--- config.mk ---
export PLATFORM = sky130hd
export DESIGN_NAME = bus_arb
export DESIGN_NICKNAME = d
export VERILOG_FILES = /design/src/rtl/bus_arb.sv
export SDC_FILE = /design/constraint.sdc
export NUM_CORES = 1
export LEC_CHECK = 0
export CAP_MARGIN = 20
export CORE_AREA = 2 2 106 108
export DETAILED_ROUTE_END_ITERATION = 6
export DIE_AREA = 0 0 108 110
export PLACE_DENSITY = 0.66
export SLEW_MARGIN = 0
export SYNTH_ARGS = -nofsm -noshare
export SYNTH_HDL_FRONTEND = slang
export SYNTH_SLANG_ARGS = --single-unit
--- constraint.sdc ---
create_clock -name clk -period 3.6 [get_ports clk]
set_input_delay 1.08 -clock clk [delete_from_list [all_inputs] [get_ports clk]]
set_output_delay 1.08 -clock clk [all_outputs]
set_load 0.005 [all_outputs]
--- src/rtl/bus_arb.sv ---
// bus_arb: round-robin two-master arbiter for the word-addressed system bus.
// Optional watchdog: define BUS_ARB_TIMEOUT_EN to terminate unacked grants.
module bus_arb #(
  parameter int unsigned TIMEOUT = 255
) (
  input  logic        clk,
  input  logic        rst_n,
  input  logic        m0_stb,
  input  logic        m0_we,
  input  logic [21:0] m0_addr,
  input  logic [31:0] m0_dout,
  output logic [31:0] m0_din,
  output logic        m0_ack,
  input  logic        m1_stb,
  input  logic        m1_we,
  input  logic [21:0] m1_addr,
  input  logic [31:0] m1_dout,
  output logic [31:0] m1_din,
  output logic        m1_ack,
  output logic        bus_stb,
  output logic        bus_we,
  output logic [21:0] bus_addr,
  output logic [31:0] bus_dout,
  input  logic [31:0] bus_din,
  input  logic        bus_ack,
  output logic [1:0]  gnt,
  output logic        err,
  output logic        err_mst,
  input  logic        err_clr
);

  typedef enum logic [1:0] {
    IDLE,
    GNT0,
    GNT1
  } state_t;

  state_t state;
  state_t nxt;
  logic   last;
  logic   last_nxt;
  logic   to_hit;

  assign gnt = {state == GNT1, state == GNT0};

`ifdef BUS_ARB_TIMEOUT_EN
  logic [7:0] cnt;

  // A cycle with no ack in a grant reaches the limit.
  assign to_hit = (state != IDLE) && !bus_ack &&
                  (cnt == 8'(TIMEOUT - 1));

  // Watchdog count: cleared while idle, runs during a grant.
  always_ff @(posedge clk or negedge rst_n) begin
    if (!rst_n) begin
      cnt <= '0;
    end else if (state == IDLE) begin
      cnt <= '0;
    end else if (!bus_ack) begin
      cnt <= cnt + 8'd1;
    end
  end

  // Sticky error flag; a new timeout beats a clear.
  always_ff @(posedge clk or negedge rst_n) begin
    if (!rst_n) begin
      err     <= 1'b0;
      err_mst <= 1'b0;
    end else if (to_hit) begin
      err     <= 1'b1;
      err_mst <= (state == GNT1);
    end else if (err_clr) begin
      err <= 1'b0;
    end
  end
`else
  logic unused_cfg;

  assign to_hit     = 1'b0;
  assign err        = 1'b0;
  assign err_mst    = 1'b0;
  assign unused_cfg = ^{err_clr, 8'(TIMEOUT)};
`endif

  // State and round-robin history registers.
  always_ff @(posedge clk or negedge rst_n) begin
    if (!rst_n) begin
      state <= IDLE;
      last  <= 1'b1;
    end else begin
      state <= nxt;
      last  <= last_nxt;
    end
  end

  // Arbitration, bus mux and ack/data return.
  always_comb begin
    nxt      = state;
    last_nxt = last;
    bus_stb  = 1'b0;
    bus_we   = 1'b0;
    bus_addr = '0;
    bus_dout = '0;
    m0_ack   = 1'b0;
    m0_din   = '0;
    m1_ack   = 1'b0;
    m1_din   = '0;
    unique case (state)
      IDLE: begin
        if (m0_stb && m1_stb) begin
          nxt      = last ? GNT0 : GNT1;
          last_nxt = ~last;
        end else if (m0_stb) begin
          nxt = GNT0;
        end else if (m1_stb) begin
          nxt = GNT1;
        end
      end
      GNT0: begin
        bus_stb  = m0_stb;
        bus_we   = m0_we;
        bus_addr = m0_addr;
        bus_dout = m0_dout;
        m0_ack   = bus_ack;
        m0_din   = bus_din;
        if (bus_ack || !m0_stb) begin
          nxt = IDLE;
        end
        if (to_hit) begin
          bus_stb = 1'b0;
          m0_ack  = 1'b1;
          m0_din  = '0;
          nxt     = IDLE;
        end
      end
      GNT1: begin
        bus_stb  = m1_stb;
        bus_we   = m1_we;
        bus_addr = m1_addr;
        bus_dout = m1_dout;
        m1_ack   = bus_ack;
        m1_din   = bus_din;
        if (bus_ack || !m1_stb) begin
          nxt = IDLE;
        end
        if (to_hit) begin
          bus_stb = 1'b0;
          m1_ack  = 1'b1;
          m1_din  = '0;
          nxt     = IDLE;
        end
      end
      default: nxt = IDLE;
    endcase
  end

endmodule

==> results_dict.tcl <==
set metrics [dict create \
    crit_arrival_ps 2340 \
    nFillCells 1089 \
    clockBufferDepth 2 \
    syn-cell-area_um2 1590 \
    finClkSkew_ps 0.903 \
    vdd_drop_max_mv 0.352 \
    postRouteAntennaNets 0 \
    fmax_mhz 293 \
    path_class "input port to output port" \
    hold_viol 0 \
    fin_ws_ps 185 \
    synth.distinct_cells 23 \
    n_antenna_cell 0 \
    synthArstFlopShare_pct 100 \
    antenna_found_initial 0 \
    crit_fanout 6 \
    cts_tree "yes" \
    port_buffers 270 \
    numCtsBuffers 3 \
    setup_tns_ps 0 \
    die_h_um 110 \
    avgSynthCellArea_um2 6.96 \
    ys_seq_area_share_pct 4.81 \
    dr.pass1.iters 4 \
    setup_violations 0 \
    io_pins 274 \
    finalCritPeriodShare_pct 94.9 \
    use_met2_pct 26.1 \
    grt_pass1_wl_um 12900 \
    wl_um 9240 \
    startpoint_type "input port" \
    cts_root_buffer "clkbuf_8" \
    syn_to_final_growth_pct 180 \
    outcome "finished clean" \
    post_cts_resized 0 \
    utilization_pct 41.5 \
    synthCells 228 \
    grt_max_degree 90 \
    drv_cap 0 \
    dp_slack_ps 171 \
    die_w_um 108 \
    grt.total_usage_pct 13.5 \
    viasPerCell 4.17 \
    nets 639 \
    use_met1_pct 15.9 \
    cts_setup_buffers 0 \
    placed_area_um2 4390 \
    drtIter0Drc 116 \
    leakagePower_uw 0.00154 \
    power.density_nw_per_um2 527 \
    worstPathRequired_ps 2520 \
    fin_crit_ps 3420 \
    drc_errors 0 \
    overflow 0 \
    clock_sinks 3 \
    grt_use_met3_pct 3.35 \
    synth_ff_type "dfrtp_1" \
    die-area_um2 11900 \
    ys.warnings.count 0 \
    initial_utilization_pct 14.8 \
    min_path_type "register to register" \
    wl_per_cell_um 14.8 \
    h-tree-depth 1 \
    clkTransAtPathRegs_ps 30 \
    maxSlewViolCount 0 \
    crit_path_end_kind "output port" \
    busiest_layer "met2" \
    synth-seq-cells 3 \
    gp_congestion 0.732 \
    drive_above_1_share_pct 3.30 \
    hold_buffers 0 \
    clock_latency_ps 220 \
    grt_pass1_vias 2484 \
    dp_hpwl_um 7360 \
    vias 2609 \
    synth_edf_count 0 \
    row_count 38 \
    rsz0062_at_grt "false" \
    design_area_um2 4440 \
    core-area_um2 10700 \
]
==> critical path, cell delays in order <==
cell	delay [ps]
clkdlybuf4s50_1	590
and2_1	160
clkdlybuf4s50_1	510
==> cell type report <==
class                           instances  area (um^2)  share of cell area (%)
Clock buffer                            4         45.0                    1.01
Inverter                                2         7.51                   0.169
Multi-Input combinational cell        197         1350                    30.4
Sequential cell                         3         76.3                    1.72
Tap cell                              140          175                    3.95
Timing Repair Buffer                  279         2780                    62.7
==> routing by layer <==
metal  wire length (um)  share of wire (%)
met5                  0                  0
met2               4810                 52
met3                719                7.8
met1               3710                 40
met4                  0                  0
==> state kept, by name, indices dropped and copies added, names as in the netlist <==
signal  cells
last        1
state       2
==> power breakdown <==
group / total [uW] / switching (uW) / internal (uW)
Combinational: 2170 / 868 / 1300
Sequential: 73.1 / 18.0 / 55.1
Clock: 99.3 / 23.6 / 75.6
Total: 2340 / 910 / 1430
==> synth_stat cells, types with 2 or more instances <==
cell type / count / share of area, %
a22oi_1: 56 / 26
and2_1: 66 / 26
buf_2: 13 / 4.1
buf_4: 9 / 4.3
clkbuf_1: 3 / 0.71
dfrtp_1: 2 / 3.2
ha_1: 5 / 3.9
inv_1: 2 / 0.47
nand3b_1: 2 / 0.95
nor2b_1: 56 / 22
o2111ai_1: 2 / 1.1
==> cell families (layout without fill, tap and decap cells) <==
kind of cell,Yosys count,in the layout,synth area share [%]
AND/OR/NAND/NOR,128,128,50.5
AO/OA/AOI/OAI,61,61,29.4
adder cells (fa/ha/maj),5,5,3.94
XOR/XNOR,1,1,0.552
buffers and inverters,29,285,10.6
other,1,2,0.236
flip-flops,3,3,4.81
==> cells in the final DEF, fill, tap and decap left out, drive strengths merged, types with 4 or more instances in the layout <==
cell type	Yosys	layout
clkbuf	4	4
a22oi	57	57
and2	66	66
buf	23	9
ha	5	5
clkdlybuf4s50	0	270
nor2b	56	56
==> per-stage QoR <==
step                      power [uW]  hold WS [ps]  instances
after floorplan                 1120           475        229
after global placement          2230           486        621
after detailed placement        2270           494        621
after CTS                       2380           502        625
after global routing            2540           510        625
final                           2340           502        625
==> path summary, 6_finish.rpt <==
| check | from | endpoint | slack, ps | cells after the start |
|---|---|---|---|---|
| worst max-delay path | bus_ack | m0_ack | 180 | 3 |
| worst min-delay path | last$_DFFE_PN1P_ | last$_DFFE_PN1P_ | 500 | 1 |
| worst max register to register | state[0]$_DFFE_PN0P_ | state[1]$_DFFE_PN0P_ | 2050 | 6 |
| worst min register to register | last$_DFFE_PN1P_ | last$_DFFE_PN1P_ | 500 | 1 |
| max in group asynchronous | rst_n | last$_DFFE_PN1P_ | 2300 | 1 |
| min in group asynchronous | rst_n | state[0]$_DFFE_PN0P_ | 1060 | 1 |
(Power assumes the default switching activity.)
